`src/rtl/kbd_mmio.sv`:
```
// Keyboard MMIO responder: scan-code FIFO behind DATA/STATUS/CTRL registers
// on the data-memory load/store bus, with lane-aligned stores and extended loads.
module kbd_mmio #(
  parameter int DEPTH = 16
) (
  input  logic        clk,
  input  logic        rst_n,
  input  logic        key_valid,
  input  logic [7:0]  key_code,
  input  logic        cs,
  input  logic        re,
  input  logic        we,
  input  logic [31:0] addr,
  input  logic [2:0]  memop,
  input  logic [31:0] datain,
  output logic [31:0] dataout,
  output logic        irq
);

  localparam int AW = $clog2(DEPTH);
  localparam int CW = AW + 1;

  logic [7:0]    r_mem [DEPTH];
  logic [AW-1:0] r_head;
  logic [AW-1:0] r_tail;
  logic [CW-1:0] r_count;
  logic          r_ovf;
  logic          r_en;
  logic          r_irqen;
  logic [31:0]   r_dout;
  logic          r_irq;

  logic          w_rd;
  logic          w_wr;
  logic [1:0]    w_reg;
  logic          w_empty;
  logic          w_full;
  logic [8:0]    w_cnt9;
  logic [31:0]   w_word;
  logic [3:0]    w_msk;
  logic [3:0]    w_be;
  logic [31:0]   w_wd;
  logic          w_pop;
  logic          w_flush;
  logic          w_try;
  logic          w_push;
  logic          w_ovf_set;
  logic          w_ovf_clr;
  logic [31:0]   w_sh;
  logic [7:0]    w_byte;
  logic [15:0]   w_half;
  logic [31:0]   w_ld;

  assign w_rd    = cs & re;
  assign w_wr    = cs & we;
  assign w_reg   = addr[3:2];
  assign w_empty = (r_count == '0);
  assign w_full  = (r_count == CW'(DEPTH));
  assign w_cnt9  = 9'(r_count);

  always_comb begin
    w_word = '0;
    case (w_reg)
      2'd0: w_word = w_empty ? 32'd0 : {24'd0, r_mem[r_head]};
      2'd1: w_word = {16'd0, w_cnt9[7:0], 5'd0,
                      r_ovf, w_full, ~w_empty};
      2'd2: w_word = {30'd0, r_irqen, r_en};
      default: w_word = '0;
    endcase
  end

  always_comb begin
    w_msk = 4'b0000;
    case (memop[1:0])
      2'b00: w_msk = 4'b0001;
      2'b01: w_msk = 4'b0011;
      2'b10: w_msk = 4'b1111;
      default: w_msk = 4'b0000;
    endcase
  end

  assign w_be = w_msk << addr[1:0];
  assign w_wd = datain << {addr[1:0], 3'b000};

  assign w_flush   = w_wr & (w_reg == 2'd0) & (|w_be);
  assign w_pop     = w_rd & (w_reg == 2'd0) & ~w_empty;
  assign w_try     = key_valid & r_en;
  // A pop in the same cycle frees the slot a full FIFO needs.
  assign w_push    = w_try & (~w_full | w_pop) & ~w_flush;
  assign w_ovf_set = w_try & w_full & ~w_pop & ~w_flush;
  assign w_ovf_clr = w_wr & (w_reg == 2'd1) & w_be[0] & w_wd[2];

  assign w_sh   = w_word >> {addr[1:0], 3'b000};
  assign w_byte = w_sh[7:0];
  assign w_half = addr[1] ? w_word[31:16] : w_word[15:0];

  always_comb begin
    w_ld = '0;
    case (memop)
      3'b000: w_ld = {{24{w_byte[7]}}, w_byte};
      3'b100: w_ld = {24'd0, w_byte};
      3'b001: w_ld = {{16{w_half[15]}}, w_half};
      3'b101: w_ld = {16'd0, w_half};
      3'b010: w_ld = w_word;
      default: w_ld = '0;
    endcase
  end

  always_ff @(posedge clk) begin
    if (w_push) r_mem[r_tail] <= key_code;
  end

  always_ff @(posedge clk) begin
    if (!rst_n) begin
      r_head  <= '0;
      r_tail  <= '0;
      r_count <= '0;
      r_ovf   <= 1'b0;
      r_en    <= 1'b1;
      r_irqen <= 1'b0;
      r_dout  <= '0;
      r_irq   <= 1'b0;
    end else begin
      if (w_flush) begin
        r_head  <= '0;
        r_tail  <= '0;
        r_count <= '0;
      end else begin
        if (w_push) r_tail <= r_tail + AW'(1);
        if (w_pop)  r_head <= r_head + AW'(1);
        if (w_push && !w_pop)      r_count <= r_count + CW'(1);
        else if (w_pop && !w_push) r_count <= r_count - CW'(1);
      end
      if (w_wr && (w_reg == 2'd2) && w_be[0]) begin
        r_en    <= w_wd[0];
        r_irqen <= w_wd[1];
      end
      if (w_ovf_set)      r_ovf <= 1'b1;
      else if (w_ovf_clr) r_ovf <= 1'b0;
      r_irq <= r_irqen & ~w_empty;
      if (w_rd) r_dout <= w_ld;
    end
  end

  assign dataout = r_dout;
  assign irq     = r_irq;

endmodule
```
`config.mk`:
```
export PLATFORM = sky130hd
export DESIGN_NAME = kbd_mmio
export DESIGN_NICKNAME = d
export VERILOG_FILES = /design/src/rtl/kbd_mmio.sv
export SDC_FILE = /design/constraint.sdc
export NUM_CORES = 1
export LEC_CHECK = 0
export CORE_ASPECT_RATIO = 1.25
export CORE_MARGIN = 2
export CORE_UTILIZATION = 55
export CTS_BUF_LIST = sky130_fd_sc_hd__clkbuf_4
export CTS_CLUSTER_DIAMETER = 50
export CTS_CLUSTER_SIZE = 25
export DETAILED_ROUTE_END_ITERATION = 8
export MAX_ROUTING_LAYER = met4
export PLACE_DENSITY_LB_ADDON = 0.25
export SLEW_MARGIN = 20
export SYNTH_ARGS = -nofsm -noshare
export SYNTH_HDL_FRONTEND = slang
export SYNTH_SLANG_ARGS = --single-unit
```
`constraint.sdc`:
```
create_clock -name clk -period 3.7 [get_ports clk]
set_input_delay 0.37 -clock clk [delete_from_list [all_inputs] [get_ports clk]]
set_output_delay 0.37 -clock clk [all_outputs]
set_load 0.01 [all_outputs]
```
==> results of run 1 <==
==> synth_stat cells, types with 2 or more instances <==
| cell | number |
|---|---|
| sky130_fd_sc_hd__nand3_1 | 17 |
| sky130_fd_sc_hd__nand2b_1 | 3 |
| sky130_fd_sc_hd__a31oi_1 | 2 |
| sky130_fd_sc_hd__buf_2 | 5 |
| sky130_fd_sc_hd__mux4_2 | 25 |
| sky130_fd_sc_hd__nor2b_1 | 3 |
| sky130_fd_sc_hd__nor3_1 | 6 |
| sky130_fd_sc_hd__or3_1 | 2 |
| sky130_fd_sc_hd__buf_4 | 21 |
| sky130_fd_sc_hd__xnor2_1 | 4 |
| sky130_fd_sc_hd__a22oi_1 | 3 |
| sky130_fd_sc_hd__and2_1 | 5 |
| sky130_fd_sc_hd__nor2_1 | 36 |
| sky130_fd_sc_hd__a32oi_1 | 4 |
| sky130_fd_sc_hd__a21o_1 | 2 |
| sky130_fd_sc_hd__mux2_2 | 7 |
| sky130_fd_sc_hd__inv_1 | 5 |
| sky130_fd_sc_hd__mux4_1 | 6 |
| sky130_fd_sc_hd__xor2_1 | 5 |
| sky130_fd_sc_hd__o21ai_0 | 3 |
| sky130_fd_sc_hd__o22ai_1 | 2 |
| sky130_fd_sc_hd__nand2_1 | 26 |
| sky130_fd_sc_hd__a21oi_1 | 14 |
| sky130_fd_sc_hd__a2bb2oi_1 | 5 |
| sky130_fd_sc_hd__nor4_1 | 2 |
| sky130_fd_sc_hd__clkbuf_1 | 9 |
| sky130_fd_sc_hd__buf_6 | 2 |
| sky130_fd_sc_hd__dfxtp_1 | 35 |
| sky130_fd_sc_hd__and3_1 | 2 |
| sky130_fd_sc_hd__a21oi_2 | 6 |
| sky130_fd_sc_hd__ha_1 | 9 |
| sky130_fd_sc_hd__edfxtp_1 | 128 |
| sky130_fd_sc_hd__mux2i_1 | 14 |
| sky130_fd_sc_hd__o21ai_1 | 4 |
| sky130_fd_sc_hd__a22o_1 | 2 |
==> final cells by class <==
type | instances | share of cell area [%]
well taps | 164 | 2.602
inverters | 6 | 0.3014
clock buffers | 17 | 1.618
clock inverters | 15 | 2.015
diodes | 1 | 0.03173
multi-input cells | 232 | 25.86
repair buffers | 86 | 9.962
flip-flops and latches | 163 | 57.61
==> state kept, by name, summed over array words and instances, names as in the netlist, named ones only <==
name	cells
r_count	5
r_irqen	1
r_ovf	1
r_tail	4
r_mem	128
r_head	4
r_en	1
irq	1
dataout	14
==> logic make-up after synthesis <==
group | Yosys count | synth area share (%)
buffers and inverters | 45 | 3.965
flip-flops | 163 | 66.36
XOR/XNOR | 9 | 1.151
AND/OR/NAND/NOR | 105 | 7.035
adder cells (fa/ha/maj) | 10 | 1.937
multiplexers | 52 | 13.72
AO/OA/AOI/OAI | 56 | 5.829
==> how the worst max path moves through the flow <==
stage               cells past startpoint  slack (ns)    endpoint        from
detailed placement                     12        0.26  r_count[4]     addr[3]
floorplan                              12        0.77  r_count[4]  r_count[0]
CTS                                    11        0.48  r_count[4]  r_count[1]
global route                           11        0.26  r_count[4]  r_count[1]
finish                                 11        0.49  r_count[4]  r_count[0]
global placement                       12        0.31  r_count[4]     addr[3]
==> per-stage QoR <==
step / worst slack [ns] / hold WS [ns]
finish: 0.4930 / 0.3799
global placement: 0.3082 / 0.4572
global route: 0.2577 / 0.3561
floorplan: 0.7733 / 0.4226
detailed placement: 0.2581 / 0.4567
CTS: 0.4810 / 0.3456
==> worst max-delay path, delay by kind of cell, from the launching register on <==
kind / cells / cell delay, ns
DFF: 1 / 0.44
buffers and inverters: 1 / 0.14
and+or+nand+nor: 3 / 1.21
adders and majority gates: 2 / 0.54
AOI/OAI and AO/OA: 4 / 0.72
xor gates and xnor gates: 1 / 0.10
==> power by group <==
part	internal [W]	total, W	switching, W
logic	0.000220	0.000472	0.000252
registers	0.00204	0.00211	0.0000746
clock network	0.000310	0.00101	0.000697
==> routing by layer <==
metal,vias up,wire length [um],global-route usage [%]
met1,1974,5650,27.48
met4,0,189,9.062
met2,144,7564,41.06
met3,15,900,4.914
li1,1826,-,-
met5,-,0,-
==> results.md, run 1 <==
STA:
- The hold violation count in the final report is 0.
- In the final timing run, aggregate negative setup slack is 0 ns.
- For the pin with the worst max-slew slack, the measured transition is between 0.7 and 0.8 ns.
- The worst relative slew slack is between 40% and 50%.
- The worst path uses ~87% of the clock period.
- Setup violations remaining at the end of the flow were counted as 0.
- The number of slew-limit violations in the final report came to 0.
- Setup repair after global routing left no endpoint under its margin.
- The final critical-path required period is approximately 3.2 ns.
- The clock arrives with 0.02770 ns of skew.
- Timing would allow up to roughly 310 MHz.

Finish:
- The area of the multi-input gates is slightly above 2000 um^2.
- Leaving out fill and tap cells, the most frequent cell in the layout is sky130_fd_sc_hd__edfxtp_1.
- The post-layout instance count excluding filler cells is around 680.
- The fraction of the core area covered by cells at the end of the flow is 64.86%.
- The layout has around 910 filler cells.
- In the layout the commonest cells are 128 x sky130_fd_sc_hd__edfxtp_1, 56 x sky130_fd_sc_hd__clkdlybuf4s50_1, 36 x sky130_fd_sc_hd__nor2_1.
- After routing the design area is a little under 8000 um^2.
- Across the whole layout, storage elements account for about 4500 um^2.
- The layout net count is 597.
- The area growth from synthesis to final layout is 15.18%.
- The fraction of final layout cells with drive strength greater than 1 is around 20%.

Synth:
- The fraction of registers with async set/reset is 0%.
- The netlist uses 51 different library cells.
- The post-synthesis cell type with the largest combined area is sky130_fd_sc_hd__edfxtp_1.
- The mean cell area of the mapped netlist is between 15 and 20 um^2.
- Sorting the synthesized cells by area gives the leading types as sky130_fd_sc_hd__edfxtp_1 56%, sky130_fd_sc_hd__dfxtp_1 10%, sky130_fd_sc_hd__mux4_2 8.2%.
- The sequential area share after synthesis is between 60% and 70%.
- The total of flip-flops plus latches after synthesis is roughly 160.
- The flip-flop cell with the highest count after synthesis is sky130_fd_sc_hd__edfxtp_1.
- The count of synthesis-stage warnings from yosys is 0.
- Counting flops with a built-in enable in the synthesized netlist gives roughly 130.
- The number of nets in the synthesized netlist is 531.
- The netlist area before placement is between 6000 and 7000 um^2.
- The top cell type by area accounts for 56.13% of the synthesized area.
- The gate count of the mapped netlist is between 400 and 500.

Clock network:
- The number of buffers created by CTS is 17.
- The number of buffers inserted by post-CTS setup repair is 0.
- The root buffer cell is sky130_fd_sc_hd__clkbuf_4.
- The clock tree from TritonCTS is yes.
- After clock tree synthesis, the clock-pin slew on the worst setup and hold paths is 0.16 ns.
- The number of H-tree levels is 4.
- Gates resized during post-CTS repair numbered 0.
- The number of buffers on the longest clock path is 2.
- The number of clock sinks is about 160.
- The clock latency reported for the late side of the worst-skew pair is approximately 0.57 ns.
- In this run, post-CTS hold repair placed 0 buffers.

Placed design:
- The instance area at placement is 7599 um^2.
- In this run, placement finished with an instance count of ~650.
- Detailed placement ended at an HPWL of ~9700 um.
- The number of buffers inserted by port buffering is 56.
- Routability-driven placement finished with a final weighted congestion of 0.8398.

Setup path:
- The cell depth of the worst flop-to-flop path is 11.
- The worst register-to-register path begins at r_count[0].
- The worst path required time is 4.22 ns.
- The class of the most critical setup path is reg -> reg.
- In this design, the stage delay of the slowest critical-path cell is approximately 0.6 ns.
- Of all nets on the critical path, the largest fanout is 6.
- The critical path goes through nor4_1, o311ai_1, and2_1, ha_1, inv_1, ha_1, a21o_1, a21oi_1, xnor2_1, or3_1, a21oi_1.
- The capture point of the worst reg-to-reg path is r_count[4].
- The slowest cell on the critical path is sky130_fd_sc_hd__nor4_1.
- STA puts the critical path data arrival time at about 3.7 ns.
- The worst setup path is launched from a register.
- The worst setup path is captured at a register.
- The register-to-register setup slack is roughly 0.5 ns.

Power and ir drop:
- Overall power consumption after layout is estimated at about 0.0036 W.
- For this design the ratio of total power to cell area is approximately 460 nW/um^2.
- The analysis attributes to cell leakage a power of between 2 and 3 nW.
- The largest voltage drop on the vdd net is roughly 0.37 mV.

Floorplanning:
- The floorplan step set the die height to approximately 130 um.
- For this configuration, the core starts out at a cell density of ~56%.
- 114 I/O pins were placed.
- The area enclosed by the die boundary is between 10000 and 15000 um^2.
- The die is 103.8 um wide.
- After floorplanning, the core was divided into 45 placement rows.
- The floorplan step defined a core boundary enclosing 12160 um^2.

Worst hold path:
- The number of instances on the worst hold path is 3.
- The start point of the worst hold path is datain[1].
- The worst min-delay path endpoint is r_irqen.
- The class of the tightest hold or removal check is in -> reg.

Detailed routing:
- After detailed routing, the number of vias per cell comes to around 5.8.
- The number of vias after detailed routing is around 4k.
- The aggregate routed wire length is around 14000 um.
- The number of iterations in the first detailed-routing pass is 6.
- In this run, the number of DRC markers left after iteration 0 of detailed routing was ~350.
- The DRC violations left is 0.
- The final antenna-violating net count is 0.
- In the final routed layout, each cell accounts on average for between 20 and 25 um.

Global route:
- The global route total overflow is 0.
- The number of antenna violations at the first check in global routing is 1.
- The combined global-route utilization of all metal layers is 23.72%.
- The via count of the first global-routing pass is ~4.0k.
- The wire length of the first global-routing pass is ~23000 um.
- Entering global routing, the biggest net connects 24 pins.

Run:
- The count of max-cap constraint violations is 0.

Run status:
- The run finished with clean final reports.
Power figures use the tool's default switching activity.
==> run 2, diff against run 1 <==
CORE_ASPECT_RATIO = default   (was 1.25)
==> results.md, run 2 (same netlist as run 1, synthesis figures left out) <==
Global route:
- The via count of the first global-routing pass was 3872 (-3.7%).
- The combined global-route utilization of all metal layers is 23.21% (-0.50 points).
- The most crowded layer after global routing is met2.
- The fraction of met3 tracks used by global routing is 6.224% (+1.3 points).
- The number of antenna violations at the first check in global routing is 0 (-1).
- The fraction of met1 tracks used by global routing came to 30.21% (+2.7 points).
- The pin count of the biggest net entering global routing is 21 (-13%).
- The met2 routing resource usage after global routing is 34.70% (-6.4 points).
- The global route total overflow is 0 (unchanged).
- The wire length of the first global-routing pass is 21450 um (-4.7%).

Floorplanning:
- The placement row count is 40 (-11%).
- The die height is 115.6 um (-10%).
- The initial standard-cell utilization of the core is 56.77% (+0.47 points).
- The total I/O pin count is 114 (unchanged).
- The horizontal extent of the die was 115.6 um (+11%).
- The area enclosed by the die boundary was 13360 um^2 (about the same).
- The core area is 12060 um^2 (-0.82%).

Detailed routing:
- The iteration-0 DRC count of the detailed router is 307 (-12%).
- The aggregate routed wire length came to 14040 um (-1.9%).
- The final antenna-violating net count is 0 (unchanged).
- The routed via count divided by cell count was 5.787 (about the same).
- The number of vias after detailed routing came to 3976 (+0.43%).
- The DRC violations left is 0 (unchanged).
- The average wire per standard cell is 20.43 um (-2.3%).
- The number of iterations in the first detailed-routing pass came to 5 (-1).

STA:
- The hold violation count in the final report was 0 (unchanged).
- The worst relative slew slack is 56.57% (+7.4 points).
- The worst setup skew after layout is 0.01877 ns (-0.008932 ns).
- The final critical-path required period is 3.178 ns (-0.02874 ns).
- The period utilization came to 85.90% (-0.78 points).
- The number of slew-limit violations in the final report came to 0 (unchanged).
- Setup repair after global routing left no endpoint under its margin.
- The final setup TNS came to 0 ns (unchanged).
- The actual transition at the worst max-transition pin is 0.6506 ns (-0.1102 ns).
- The maximum clock frequency is 314.6 MHz (+0.90%).
- The total setup violations reported at the end of the flow is 0 (unchanged).

Run:
- The count of max-cap constraint violations is 0 (unchanged).

Setup path:
- Traced cell by cell, the critical path runs through nor4_1, o311ai_1, and2_1, ha_1, inv_1, ha_1, a21o_1, a21oi_1, xnor2_1, or3_1, a21oi_1.
- Among all stages on the critical path, the largest delay is contributed by sky130_fd_sc_hd__nor4_1.
- The critical path's largest stage delay is 0.58 ns (-0.02 ns).
- The worst setup path is launched from a register.
- The critical path in this run is classified as reg -> reg.
- The family with the most delay on the worst path is simple AND/OR/NAND/NOR gates.
- The data arrival time of the critical path is 3.68 ns (-0.05 ns).
- STA classifies the critical path endpoint as a register.
- The biggest fanout along the worst timing path came to 6 (unchanged).
- The buffer and inverter count on the worst path is 1 (unchanged).
- The worst path required time is 4.20 ns (-0.02 ns).

Finish:
- The area occupied by registers was 4544 um^2 (unchanged).
- The area of the multi-input gates is 2039 um^2 (unchanged).
- In the layout the commonest cells are 128 x sky130_fd_sc_hd__edfxtp_1, 56 x sky130_fd_sc_hd__clkdlybuf4s50_1, 36 x sky130_fd_sc_hd__nor2_1.
- The number of filler cells placed in the layout is 878 (-3.3%).
- The number of diodes is 0 (-1).
- The leading cell type in the layout, fill and taps excluded is sky130_fd_sc_hd__edfxtp_1.
- The fraction of final layout cells with drive strength greater than 1 is 19.27% (-0.77 points).
- The top register by number of flip-flops is r_mem.
- The number of flip-flops under the largest register name is 128 (unchanged).
- The layout net count is 597 (unchanged).
- The area growth from synthesis to final layout is 15.37%.

Clock network:
- CTS placed an instance of sky130_fd_sc_hd__clkbuf_4 at the clock tree root.
- The clock slew seen by the registers of the worst setup and hold paths was 0.13 ns (-0.03 ns).
- The number of resized instances in the post-cts repair step is 0 (unchanged).
- TritonCTS built the clock tree.
- The number of buffers on the longest clock path was 2 (unchanged).
- The number of H-tree levels is 4 (unchanged).
- The number of buffers inserted for hold repair after clock tree synthesis is 0 (unchanged).
- The number of buffers inserted by post-CTS setup repair is 0 (unchanged).
- The number of buffers created by CTS came to 17 (unchanged).
- The clock latency reported for the late side of the worst-skew pair is 0.56 ns (about the same).
- The number of clock sinks is 163 (unchanged).

Run status:
- The run finished with clean final reports.

Placed design:
- The weighted congestion at the end of routability-driven global placement is 0.8590 (+2.3%).
- The post-DP HPWL is 9563 um (-1.0%).
- The number of buffers inserted by port buffering is 56 (unchanged).

Power and ir drop:
- The overall power after layout is 0.003662 W (+1.9%).
- The largest voltage drop on the vdd net came to 0.3158 mV (-16%).
- The leakage power of the design came to 2.597 nW (about the same).
- The areal power density over the cells is 463.5 nW/um^2 (+1.8%).

Worst hold path:
- The class of the tightest hold or removal check is in -> reg.
[run 2: cell types whose count changed in the layout (fill, tap and decap cells not counted)]
cell,before,now
sky130_fd_sc_hd__clkinv_2,1,2
sky130_fd_sc_hd__clkinvlp_4,0,1
sky130_fd_sc_hd__inv_6,3,2
sky130_fd_sc_hd__diode_2,1,0
sky130_fd_sc_hd__clkbuf_4,17,18
sky130_fd_sc_hd__bufinv_16,0,3
sky130_fd_sc_hd__inv_8,4,0
sky130_fd_sc_hd__clkinv_1,0,4
sky130_fd_sc_hd__clkinv_8,3,0
sky130_fd_sc_hd__inv_4,2,0
[run 2: cell type report]
cell class | instances | share of cell area, %
clock buffer | 18 | 1.710
inverter | 6 | 0.3009
timing repair buffer | 86 | 9.946
sequential | 163 | 57.52
multi-input combinational | 232 | 25.82
clock inverter | 14 | 2.043
tap | 168 | 2.661
[run 2: power breakdown]
part / switching (W) / leakage (nW) / total (W) / internal, W
sequential: 0.0000702 / 1.44 / 0.00211 / 0.00204
clock: 0.000609 / 0.157 / 0.00108 / 0.000473
combinational: 0.000254 / 1.00 / 0.000470 / 0.000216
total: 0.000934 / 2.60 / 0.00366 / 0.00273
[run 2: final timing paths]
path / slack (ns) / from / to / cells after the start
worst min register to register: 0.46 / r_irqen / irq / 2
worst max-delay path: 0.52 / r_count[0] / r_count[4] / 11
worst min-delay path: 0.37 / datain[1] / r_irqen / 3
worst max register to register: 0.52 / r_count[0] / r_count[4] / 11
[run 2: worst register-to-register path: cells and delay by family, from the launching register on]
kind                     cells  cell delay [ns]
adder cells (fa/ha/maj)      2             0.54
flip-flops                   1             0.42
AO/OA/AOI/OAI                4             0.74
XOR/XNOR                     1             0.09
buffers and inverters        1             0.14
AND/OR/NAND/NOR              3             1.19
[run 2: per-stage QoR]
step                setup WS, ns  util (%)  std cells  hold slack (ns)  instance area [um^2]
finish                    0.5217     65.50        687           0.3681                  7900
global route              0.3091     65.50        687           0.3464                  7900
CTS                       0.5462     65.50        687           0.3396                  7900
detailed placement        0.2812     63.04        655           0.4414                  7604
global placement          0.3539     63.04        655           0.4375                  7604
floorplan                 0.7733         -        440           0.4226                  6848
[run 2: layer usage]
| layer | vias to the layer above | part of all wire (%) | routed length (um) |
|---|---|---|---|
| met2 | 169 | 48 | 6734 |
| met5 | - | 0 | 0 |
| met4 | 0 | 2.1 | 301 |
| li1 | 1826 | - | - |
| met3 | 19 | 7.3 | 1018 |
| met1 | 1962 | 43 | 5984 |
==> run 3, diff against run 2 <==
CTS_CLUSTER_SIZE = 40   (was 25)
clock period = 3.9 ns   (was 3.7 ns; I/O delays follow)
==> results.md, run 3 (same netlist as run 1, synthesis figures left out) <==
Global route:
- The global route total overflow was 0 (unchanged).
- The number of antenna violations at the first check in global routing is 0 (unchanged).
- The wire length of the first global-routing pass was 21500 um (+0.22%).
- The combined global-route utilization of all metal layers is 23.25% (+0.035 points).
- The pin count of the biggest net entering global routing came to 21 (unchanged).
- The via count of the first global-routing pass came to 3791 (-2.1%).

STA:
- The final critical-path setup slack is 0.5993 ns (+0.07766 ns).
- The worst setup skew after layout was 0.02310 ns (+0.004331 ns).
- The number of slew-limit violations in the final report is 0 (unchanged).
- Setup repair after global routing left no endpoint under its margin.
- The worst relative slew slack is 44.59% (-12 points).
- The period utilization is 84.63% (-1.3 points).
- The maximum clock frequency came to 303.0 MHz (-3.7%).
- The actual transition at the worst max-transition pin came to 0.8300 ns (+0.1794 ns).
- The final setup TNS came to 0 ns (unchanged).
- The hold violation count in the final report is 0 (unchanged).
- The final critical-path required period was 3.301 ns (+0.1223 ns).
- The total setup violations reported at the end of the flow is 0 (unchanged).

Floorplanning:
- The area enclosed by the die boundary is 13360 um^2 (unchanged).
- The horizontal extent of the die is 115.6 um (unchanged).
- The placement row count came to 40 (unchanged).
- The core area is 12060 um^2 (unchanged).
- The initial standard-cell utilization of the core is 56.77% (unchanged).
- The total I/O pin count came to 114 (unchanged).
- The die height is 115.6 um (unchanged).

Clock network:
- The clock latency reported for the late side of the worst-skew pair is 0.54 ns (-0.02 ns).
- The number of buffers on the longest clock path is 2 (unchanged).
- The number of buffers inserted by post-CTS setup repair was 0 (unchanged).
- The clock slew seen by the registers of the worst setup and hold paths is 0.14 ns (about the same).
- The clock tree from TritonCTS is yes.
- The number of clock sinks was 163 (unchanged).
- The number of buffers created by CTS was 17 (unchanged).
- The root buffer cell is sky130_fd_sc_hd__clkbuf_4.
- The number of H-tree levels is 4 (unchanged).
- The number of resized instances in the post-cts repair step is 0 (unchanged).
- The number of buffers inserted for hold repair after clock tree synthesis is 0 (unchanged).

Finish:
- In the layout the commonest cells are 128 x sky130_fd_sc_hd__edfxtp_1, 56 x sky130_fd_sc_hd__clkdlybuf4s50_1, 36 x sky130_fd_sc_hd__nor2_1.
- The number of flip-flops under the largest register name is 128 (unchanged).
- The number of diodes is 0 (unchanged).
- The fraction of the core area covered by cells at the end of the flow is 66.01% (+0.51 points).
- The post-layout instance count excluding filler cells is 684 (-0.44%).
- The number of filler cells placed in the layout was 859 (-2.2%).
- The area growth from synthesis to layout is 16.26%.
- The area of the multi-input gates is 2039 um^2 (unchanged).
- The layout net count is 594 (-0.50%).
- The leading cell type in the layout, fill and taps excluded is sky130_fd_sc_hd__edfxtp_1.
- The fraction of final layout cells with drive strength greater than 1 came to 19.38% (+0.11 points).
- The area occupied by registers came to 4544 um^2 (unchanged).
- r_mem holds more flip-flops than any other register.

Setup path:
- On the critical path the largest part of the delay comes from simple AND/OR/NAND/NOR gates.
- The worst path required time came to 4.39 ns (+0.19 ns).
- The critical path's largest stage delay came to 0.60 ns (+0.02 ns).
- In this run the critical register-to-register path is launched from r_count[0].
- The critical path depth in cells is 12 (+1).
- The setup path with the least slack is of type reg -> reg.
- The slowest cell on the critical path is sky130_fd_sc_hd__nor4_1.
- The register-to-register setup slack is 0.60 ns (+0.08 ns).
- The cell depth of the worst flop-to-flop path is 12 (+1).
- Following the worst setup path forward leads to its endpoint at r_count[4].
- STA classifies the critical path endpoint as a register.
- The data arrival time of the critical path is 3.79 ns (+0.11 ns).
- The biggest fanout along the worst timing path was 6 (unchanged).
- The worst register-to-register path ends at r_count[4].
- The worst setup path startpoint is r_count[0].
- The sort of element at the start of the critical path is a register.
- The buffer and inverter count on the worst path is 2 (+1).
- Walking the worst path, the cells encountered are nor4_1, o311ai_1, buf_4, and2_1, ha_1, inv_1, ha_1, a21o_1, a21oi_1, xnor2_1, or3_1, a21oi_1.

Detailed routing:
- The aggregate routed wire length came to 13640 um (-2.8%).
- The routed via count divided by cell count is 5.689 (-1.7%).
- The final antenna-violating net count came to 0 (unchanged).
- The average wire per standard cell came to 19.95 um (-2.4%).
- The iteration-0 DRC count of the detailed router is 329 (+7.2%).
- The number of vias after detailed routing is 3891 (-2.1%).
- The number of iterations in the first detailed-routing pass is 5 (unchanged).
- The DRC violations left is 0 (unchanged).

Run status:
- The flow ran to the end, and the final reports show no timing, DRC or antenna violations.

Power and ir drop:
- The switching portion of total power is 24.22% (-1.3 points).
- The largest voltage drop on the vdd net is 0.3493 mV (+11%).
- The areal power density over the cells came to 461.9 nW/um^2 (-0.35%).
- The combinational share of power is 12.0% (-0.8 points).
- The total internal power is 0.002787 W (+2.1%).
- The overall power after layout is 0.003677 W (+0.42%).
- The net switching power was 0.0008905 W (-4.6%).
- The share of power burned in registers came to 54.4% (-3.2 points).
- The clock group share of total power is 33.6% (+4.1 points).
- The leakage power of the design is 2.625 nW (+1.1%).

Placed design:
- The weighted congestion at the end of routability-driven global placement is 0.8720 (+1.5%).
- The cell count after placement is 652 (-0.46%).
- The post-DP HPWL is 9390 um (-1.8%).
- The worst setup slack before clock tree synthesis was 0.4501 ns (+0.1689 ns).
- The number of buffers inserted by port buffering is 56 (unchanged).

Worst hold path:
- The class of the tightest hold or removal check is in -> reg.

Run:
- The count of max-cap constraint violations came to 0 (unchanged).
## run 3: final cells by class
cell class              instances  share of cell area (%)
well taps                     168                   2.640
repair buffers                 83                   9.587
inverters                       6                  0.2986
clock inverters                15                   3.175
multi-input cells             232                   25.62
clock buffers                  17                   1.603
flip-flops and latches        163                   57.08
## run 3: power groups by stage
stage | Combinational [W] | Clock, W | Sequential [W]
floorplan | 0.000300 | 0 | 0.00201
global placement | 0.000425 | 0 | 0.00204
detailed placement | 0.000440 | 0 | 0.00204
CTS | 0.000442 | 0.00126 | 0.00200
global route | 0.000491 | 0.00134 | 0.00201
finish | 0.000441 | 0.00124 | 0.00200
## run 3: worst min-delay path by stage
| stage | start | end | slack (ns) | cells after the start |
|---|---|---|---|---|
| finish | datain[1] | r_irqen | 0.42 | 3 |
| global route | datain[1] | r_irqen | 0.39 | 3 |
| CTS | datain[1] | r_irqen | 0.38 | 3 |
| detailed placement | r_irqen | irq | 0.44 | 2 |
| global placement | r_irqen | irq | 0.44 | 2 |
| floorplan | r_irqen | irq | 0.42 | 2 |
## run 3: stage by stage
step | area, um^2 | hold WS, ns
after floorplan | 6848 | 0.4226
after global placement | 7581 | 0.4364
after detailed placement | 7581 | 0.4381
after CTS | 7961 | 0.3778
after global routing | 7961 | 0.3857
final | 7961 | 0.4213
## run 3: routing by layer
| layer | global-route usage (%) | up-vias | wire (um) |
|---|---|---|---|
| li1 | - | 1810 | - |
| met1 | 30.69 | 1917 | 5957 |
| met2 | 35.59 | 146 | 6696 |
| met3 | 4.812 | 18 | 761 |
| met5 | - | - | 0 |
| met4 | 9.719 | 0 | 228 |
## run 3: worst min-delay path: cells and delay by family
family	cells	cell delay, ns
and+or+nand+nor	1	0.07
AOI/OAI and AO/OA	1	0.06
buffers and inverters	1	0.41
